$ cat src/rtl/cpu_run_ctrl_pkg.sv
// cpu_run_ctrl_pkg: byte codes, command and FSM encodings shared by the run controller
package cpu_run_ctrl_pkg;
    localparam logic [7:0] CH_CR   = 8'h0d;
    localparam logic [7:0] CH_LF   = 8'h0a;
    localparam logic [7:0] CH_G_LO = 8'h67;
    localparam logic [7:0] CH_G_UP = 8'h47;
    localparam logic [7:0] CH_Q_LO = 8'h71;
    localparam logic [7:0] CH_Q_UP = 8'h51;
    localparam logic [7:0] CH_B_LO = 8'h62;
    localparam logic [7:0] CH_B_UP = 8'h42;
    localparam logic [7:0] CH_C_LO = 8'h63;
    localparam logic [7:0] CH_C_UP = 8'h43;

    typedef enum logic [1:0] {S_IDLE, S_HEX, S_CR} state_t;
    typedef enum logic [1:0] {CMD_G, CMD_Q, CMD_B, CMD_C} cmd_t;

    typedef struct packed {
        logic ok;
        cmd_t cmd;
    } cmd_dec_t;

    function automatic cmd_dec_t decode_cmd(input logic [7:0] b);
        cmd_dec_t d;
        d.cmd = (b == CH_G_LO || b == CH_G_UP) ? CMD_G :
                (b == CH_Q_LO || b == CH_Q_UP) ? CMD_Q :
                (b == CH_B_LO || b == CH_B_UP) ? CMD_B : CMD_C;
        d.ok  = d.cmd != CMD_C || b == CH_C_LO || b == CH_C_UP;
        return d;
    endfunction
endpackage

$ cat src/rtl/cpu_run_ctrl_hex_char_dec.sv
// hex_char_dec: ASCII byte to hex nibble, flags bytes that are not hex digits
module hex_char_dec (
    input  logic [7:0] ch,
    output logic       is_hex,
    output logic [3:0] nibble
);
    logic dig, alpha;
    always_comb begin
        dig    = ch >= 8'h30 && ch <= 8'h39;
        alpha  = (ch >= 8'h61 && ch <= 8'h66) || (ch >= 8'h41 && ch <= 8'h46);
        is_hex = dig | alpha;
        nibble = dig ? ch[3:0] : alpha ? ch[3:0] + 4'd9 : 4'd0;
    end
endmodule

$ cat src/rtl/cpu_run_ctrl.sv
// cpu_run_ctrl: UART command parser driving cpu start/stop, start address and a PC breakpoint
module cpu_run_ctrl
    import cpu_run_ctrl_pkg::*;
#(
    parameter int         ADR_W   = 32,
    parameter logic [7:0] CR_CODE = CH_CR
) (
    input  logic             clk,
    input  logic             rst_n,
    input  logic             rx_vld,
    input  logic [7:0]       rx_rdata,
    input  logic             stall,
    input  logic [ADR_W-1:0] pc,
    output logic             cpu_start,
    output logic             quit_cmd,
    output logic [ADR_W-1:0] start_adr,
    output logic             bp_hit,
    output logic             cmd_err
);
    localparam int ND = ADR_W / 4;
    localparam int CW = $clog2(ND + 1);

    state_t           state;
    cmd_t             cmd;
    cmd_dec_t         dec;
    logic [ADR_W-1:0] sh, bp_adr;
    logic [CW-1:0]    cnt;
    logic             bp_en, bp_armed, hit, is_hex;
    logic [3:0]       nibble;

    hex_char_dec u_hex (.ch(rx_rdata), .is_hex(is_hex), .nibble(nibble));

    assign dec = decode_cmd(rx_rdata);
    // armed re-opens only after the CPU has been stopped, so one pass over bp_adr fires once
    assign hit = bp_en & bp_armed & ~stall & (pc == bp_adr);

    always_ff @(posedge clk or negedge rst_n) begin
        if (!rst_n) begin
            state     <= S_IDLE;
            cmd       <= CMD_G;
            sh        <= '0;
            cnt       <= '0;
            bp_adr    <= '0;
            bp_en     <= 1'b0;
            bp_armed  <= 1'b1;
            cpu_start <= 1'b0;
            quit_cmd  <= 1'b0;
            start_adr <= '0;
            bp_hit    <= 1'b0;
            cmd_err   <= 1'b0;
        end else begin
            cpu_start <= 1'b0;
            quit_cmd  <= hit;
            cmd_err   <= 1'b0;
            bp_armed  <= stall | (bp_armed & ~hit);
            if (hit)
                bp_hit <= 1'b1;
            if (rx_vld) begin
                case (state)
                    S_IDLE: begin
                        if (dec.ok) begin
                            cmd   <= dec.cmd;
                            sh    <= '0;
                            cnt   <= '0;
                            state <= (dec.cmd == CMD_G || dec.cmd == CMD_B) ? S_HEX : S_CR;
                        end else if (rx_rdata != CR_CODE && rx_rdata != CH_LF) begin
                            cmd_err <= 1'b1;
                        end
                    end
                    S_HEX: begin
                        if (is_hex) begin
                            sh  <= {sh[ADR_W-5:0], nibble};
                            cnt <= cnt + CW'(1);
                            if (cnt == CW'(ND - 1))
                                state <= S_CR;
                        end else begin
                            cmd_err <= 1'b1;
                            state   <= S_IDLE;
                        end
                    end
                    S_CR: begin
                        state <= S_IDLE;
                        if (rx_rdata != CR_CODE) begin
                            cmd_err <= 1'b1;
                        end else begin
                            case (cmd)
                                CMD_G: begin
                                    if (stall) begin
                                        start_adr <= sh;
                                        cpu_start <= 1'b1;
                                        bp_hit    <= 1'b0;
                                    end else begin
                                        cmd_err <= 1'b1;
                                    end
                                end
                                CMD_Q: begin
                                    quit_cmd <= ~stall | hit;
                                    cmd_err  <= stall;
                                end
                                CMD_B: begin
                                    bp_adr <= sh;
                                    bp_en  <= 1'b1;
                                end
                                CMD_C: bp_en <= 1'b0;
                            endcase
                        end
                    end
                    default: state <= S_IDLE;
                endcase
            end
        end
    end
endmodule

$ cat config.mk
export PLATFORM = sky130hd
export DESIGN_NAME = cpu_run_ctrl
export DESIGN_NICKNAME = d
export VERILOG_FILES = /design/src/rtl/cpu_run_ctrl_pkg.sv /design/src/rtl/cpu_run_ctrl_hex_char_dec.sv /design/src/rtl/cpu_run_ctrl.sv
export SDC_FILE = /design/constraint.sdc
export NUM_CORES = 1
export LEC_CHECK = 0
export ABC_AREA = 1
export CAP_MARGIN = 25
export CORE_UTILIZATION = 46
export CTS_BUF_LIST = sky130_fd_sc_hd__clkbuf_16
export DETAILED_ROUTE_END_ITERATION = 8
export PLACE_DENSITY = 0.73
export SLEW_MARGIN = 25
export SYNTH_ARGS = -nofsm -noshare
export SYNTH_HDL_FRONTEND = slang
export SYNTH_SLANG_ARGS = --single-unit
export TNS_END_PERCENT = 10
$ cat constraint.sdc
create_clock -name clk -period 3.9 [get_ports clk]
set_input_delay 0.78 -clock clk [delete_from_list [all_inputs] [get_ports clk]]
set_output_delay 0.78 -clock clk [all_outputs]
set_load 0.005 [all_outputs]
==> results of run 1 <==
## state kept, by name (all words and copies together) (netlist names)
signal / cells
sh: 32
cnt: 4
bp_hit: 1
cmd: 2
cmd_err: 1
state: 2
start_adr: 32
quit_cmd: 1
bp_en: 1
cpu_start: 1
bp_armed: 1
bp_adr: 32
## worst max-delay path by stage
stage                     depth (start not counted)        start  slack (ns)       endpoint
after global routing                              9  rx_rdata[1]        0.96      bp_adr[2]
after global placement                           10  rx_rdata[1]        0.87   start_adr[7]
after floorplan                                  10  rx_rdata[1]        1.81  start_adr[10]
after CTS                                        10  rx_rdata[1]        1.16   start_adr[5]
after detailed placement                         10  rx_rdata[1]        0.79   start_adr[5]
final                                            10  rx_rdata[1]        1.13   start_adr[5]
## synthesized netlist by cell type (all sizes together)
master	n
nand3	21
nand3b	2
buf	15
dfstp	1
a21boi	1
nor2	49
nand4	10
clkbuf	6
and2	2
o31ai	1
o21ai	67
nor3b	2
inv	73
o211ai	1
o22ai	1
a21oi	3
dfrtp	109
nor4	1
ha	5
nand2	252
nor2b	1
nor3	4
or2	5
xnor2	6
xor2	16
## stage by stage
step / power [mW] / worst slack, ns / area, um^2 / cells / hold slack, ns
6_report: 2.52 / 1.13 / 6700 / 875 / 0.462
5_1_grt: 2.62 / 0.964 / 6700 / 875 / 0.492
4_1_cts: 2.54 / 1.16 / 6700 / 875 / 0.468
3_5_place_dp: 1.51 / 0.792 / 6360 / 859 / 0.459
3_3_place_gp: 1.50 / 0.874 / 6360 / 859 / 0.455
2_1_floorplan: 1.40 / 1.81 / 5520 / 654 / 0.442
## power breakdown
| part | internal [mW] | switching [mW] | total, mW |
|---|---|---|---|
| Sequential | 1.16 | 0.0283 | 1.19 |
| Combinational | 0.109 | 0.189 | 0.298 |
| Clock | 0.625 | 0.410 | 1.04 |
## routing by layer
metal	part of all wire [%]	vias to the layer above	GRT usage, %
li1	-	2171	-
met3	4.8	11	2.99
met2	49	111	34.8
met5	0	-	0
met4	1.1	0	5.68
met1	45	2064	27.9
## area by class of cell
type	count	share of cell area [%]
multi-input combinational	450	34.6
inverter	73	4.13
clock inverter	7	1.66
timing repair buffer	83	12.4
clock buffer	9	3.36
sequential	110	41.1
tap	143	2.67
## placed cells by master, fill, tap and decap left out, types with 9 or more instances in the layout
| cell type | Yosys | layout |
|---|---|---|
| nand4_1 | 10 | 10 |
| clkdlybuf4s50_1 | 0 | 78 |
| nor2_1 | 43 | 43 |
| nand2_2 | 30 | 30 |
| clkbuf_16 | 0 | 9 |
| dfrtp_1 | 109 | 109 |
| nand3_1 | 20 | 19 |
| o21ai_0 | 33 | 33 |
| o21ai_2 | 32 | 32 |
| nand2_1 | 219 | 219 |
| inv_1 | 69 | 70 |
| xor2_1 | 16 | 16 |
## kinds of logic after synthesis
logic type,count (synthesis),share of synthesized area (%)
fa+ha+maj,5,1.13
flops,110,49.9
buf+inv,94,8.27
simple gates,349,28.2
xor+xnor,22,3.49
compound gates,74,9.04
==> metrics.csv, run 1 <==
metric;value;unit
outcome;complete, but fails checks;
violations;DRC;
path_delay_family;buffers and inverters;
max_slew_margin;37.1;%
synth_seq_cells;110;
synthCells;654;
min_path_type;input port to async pin;
end_kind;flop;
fill_cells;1032;
wl_per_cell;13.7;um
leakage;3.19;nW
dr.first_iter.drc_count;290;
start_util;47.8;%
multiInputGateArea;0.00232;mm^2
port_buffers;79;
crit_path_start_kind;input port;
reg2reg_to;bp_adr[5];
tns;0;ns
cts_buffer_depth;2;
core_area;0.0116;mm^2
vias;4357;
setup_viol;0;
fmax;0.361;GHz
dp_hpwl;9.00;mm
cts-hold-fix-buffers;0;
row_count;39;
synth-seq-area-share;49.9;%
r2r_cells;8;
maxCapViolCount;0;
track_usage;20.6;%
yosysWarnings;0;
slew_viol_final;0;
cellPowerDensity;377;mW/mm^2
rsz0062_at_grt;no;
utilization;57.9;%
clockRootBuffer;clkbuf_16;
grt_pass1_wl;20.3;mm
pin_count;80;
cp_cell_sequence;clkdlybuf4s50_1, inv_1, ha_1, nand3_4, nor2_4, nand2_2, nor4_4, inv_4, nand2_1, o21ai_2;
wl;12.0;mm
grt_pass1_vias;4174;
grt_overflow;0;
num-nets-final;776;
area_growth;21.2;%
synth_area;0.00552;mm^2
die_h;112;um
tightest_slew;0.943;ns
arrival;2.97;ns
crit_required;4.10;ns
ff2ff_setup_slack;1.89;ns
synth.largest_area_cell;dfrtp_1;
antenna_left;0;
dieArea;0.0125;mm^2
fin_crit_sh;71.0;%
syn-num-nets;703;
clk_pin_slew;0.07;ns
path_buf_inv;3;
diodes;0;
cp_slowest_cell;clkdlybuf4s50_1;
viasPerCell;4.98;
crit_type;input port to flop;
routabilityCongestion;0.917;
yosys-top-cells-area;dfrtp_1, nand2_1, o21ai_2, inv_1, nand2_2;
cpPeakStageDelay;0.46;ns
firstDrtPassIters;7;
synth_top_area_share;49.4;%
rr_startpoint;state[1];
cts_made_buffers;9;
htree_num_levels;3;
ys_types;36;
antenna_found_initial;0;
clkLatencyLatePin;0.35;ns
drc;4;
syn_area_per_cell;8.45;um^2
crit_fanout;64;
cts_tree;built;
postCtsSetupRepairBufs;0;
vdd_drop_max;0.221;mV
layout-drive-gt1-share;14.2;%
grt_max_degree;65;
die_w;112;um
final.min_clock_period;2.77;ns
cts_resized;0;
regArea;0.00275;mm^2
clock_sinks;110;
fin_skew;0.00719;ns
finalHoldViolations;0;
Power figures use the tool's default switching activity.
==> run 2: changes to the inputs <==
clock period = 2.9 ns   (was 3.9 ns; I/O delays follow)
==> metrics.csv, run 2 (synthesis gave the netlist of run 1 again) <==
metric;value;unit;change
outcome;complete, but fails checks;;unchanged
violations;DRC;;unchanged
core_area;0.0116;mm^2;unchanged
clk_pin_slew;0.07;ns;about the same
setup_viol;0;;unchanged
wl_per_cell;13.5;um;was 13.7 um
finalHoldViolations;0;;unchanged
clock_sinks;110;;unchanged
slew_viol_final;0;;unchanged
vias;4271;;was 4357
die_h;112;um;unchanged
die_w;112;um;unchanged
tightest_slew;0.586;ns;was 0.943 ns
cellPowerDensity;467;mW/mm^2;was 377 mW/mm^2
htree_num_levels;3;;unchanged
diodes;0;;unchanged
grt_max_degree;65;;unchanged
viasPerCell;4.87;;was 4.98
r2r_cells;7;;was 8
cts_made_buffers;9;;unchanged
row_count;39;;unchanged
fin_skew;0.00727;ns;was 0.00719 ns
firstDrtPassIters;6;;was 7
leakage;3.19;nW;about the same
dr.first_iter.drc_count;275;;was 290
total_power;3.12;mW;was 2.52 mW
postCtsSetupRepairBufs;0;;unchanged
clockRootBuffer;clkbuf_16;;unchanged
layout-drive-gt1-share;14.2;%;about the same
crit_fanout;64;;unchanged
max_slew_margin;60.9;%;was 37.1%
grt_pass1_vias;4141;;was 4174
final.min_clock_period;2.38;ns;
clkLatencyLatePin;0.35;ns;about the same
maxCapViolCount;0;;unchanged
wl;11.9;mm;was 12.0 mm
tns;0;ns;unchanged
rsz0062_at_grt;no;;unchanged
antenna_found_initial;0;;unchanged
ff2ff_setup_slack;1.16;ns;was 1.89 ns
crit_path_start_kind;input port;;unchanged
crit_type;input port to flop;;unchanged
area_growth;20.8;%;was 21.2%
reg_top3;bp_adr x32, sh x32, start_adr x32;;unchanged
drc;4;;unchanged
fill_cells;1029;;was 1032
port_buffers;79;;unchanged
end_kind;flop;;unchanged
fin_crit_sh;82.1;%;
crit_required;3.12;ns;was 4.10 ns
fmax;0.420;GHz;
worstSetupStartpoint;rx_rdata[1];;unchanged
num-nets-final;778;;was 776
reg2reg_to;sh[9];;was bp_adr[5]
min_path_type;input port to async pin;;unchanged
dp_hpwl;8.83;mm;was 9.00 mm
cts_resized;0;;unchanged
cts_buffer_depth;2;;unchanged
cts_tree;built;;unchanged
antenna_left;0;;unchanged
final_common_cell;nand2_1;;unchanged
grt_pass1_wl;20.3;mm;about the same
fin_ws;0.518;ns;was 1.13 ns
final_cell_mix;nand2_1, dfrtp_1, clkdlybuf4s50_1, inv_1, nor2_1;;unchanged
cts-hold-fix-buffers;0;;unchanged
grt_overflow;0;;unchanged
vdd_drop_max;0.282;mV;was 0.221 mV
routabilityCongestion;0.844;;was 0.917
start_util;47.8;%;unchanged
pin_count;80;;unchanged
dieArea;0.0125;mm^2;unchanged
track_usage;20.7;%;was 20.6%
post-place-ws;0.206;ns;was 0.792 ns
arrival;2.60;ns;was 2.97 ns
rr_startpoint;state[0];;was state[1]
-- run 2: worst max path at each step --
stage | slack (ns) | end | depth (start not counted)
2_1_floorplan | 1.01 | start_adr[10] | 10
3_3_place_gp | 0.27 | start_adr[4] | 11
3_5_place_dp | 0.21 | start_adr[23] | 11
4_1_cts | 0.57 | start_adr[4] | 11
5_1_grt | 0.35 | sh[19] | 14
6_report | 0.52 | start_adr[4] | 11
-- run 2: area by class of cell --
cell class | instances | area (um^2) | area share (%)
Clock buffer | 9 | 225 | 3.38
Clock inverter | 7 | 36.3 | 0.544
Inverter | 73 | 277 | 4.14
Multi-Input combinational cell | 450 | 2320 | 34.7
Sequential cell | 110 | 2750 | 41.3
Tap cell | 143 | 179 | 2.68
Timing Repair Buffer | 85 | 883 | 13.2
-- run 2: report_power, final --
| part | internal, mW | total (mW) | switching (mW) | leakage, nW |
|---|---|---|---|---|
| clock | 0.571 | 1.10 | 0.534 | 0.140 |
| sequential | 1.56 | 1.60 | 0.0366 | 1.52 |
| combinational | 0.154 | 0.414 | 0.260 | 1.53 |
| total | 2.29 | 3.12 | 0.830 | 3.19 |
-- run 2: stage by stage --
stage | instances | utilization [%] | cell area, um^2 | hold WS [ns]
after floorplan | 654 | - | 5520 | 0.284
after global placement | 861 | 55.4 | 6410 | 0.453
after detailed placement | 861 | 55.4 | 6410 | 0.460
after CTS | 877 | 57.7 | 6670 | 0.250
after global routing | 877 | 57.7 | 6670 | 0.277
final | 877 | 57.7 | 6670 | 0.225
-- run 2: routing by layer --
layer | share of wire (%) | routed length, um | track usage, %
met3 | 3.4 | 401 | 2.83
met1 | 47 | 5620 | 29.0
met2 | 47 | 5630 | 33.0
met4 | 1.8 | 211 | 7.30
met5 | 0 | 0 | 0
-- run 2: critical path: stages --
cell	delay (ns)
clkdlybuf4s50_1	0.46
inv_1	0.13
ha_1	0.26
nand3_4	0.11
nor2_4	0.19
nand2_2	0.10
nor4_4	0.25
inv_4	0.05
buf_12	0.22
nand2_1	0.13
o21ai_2	0.05
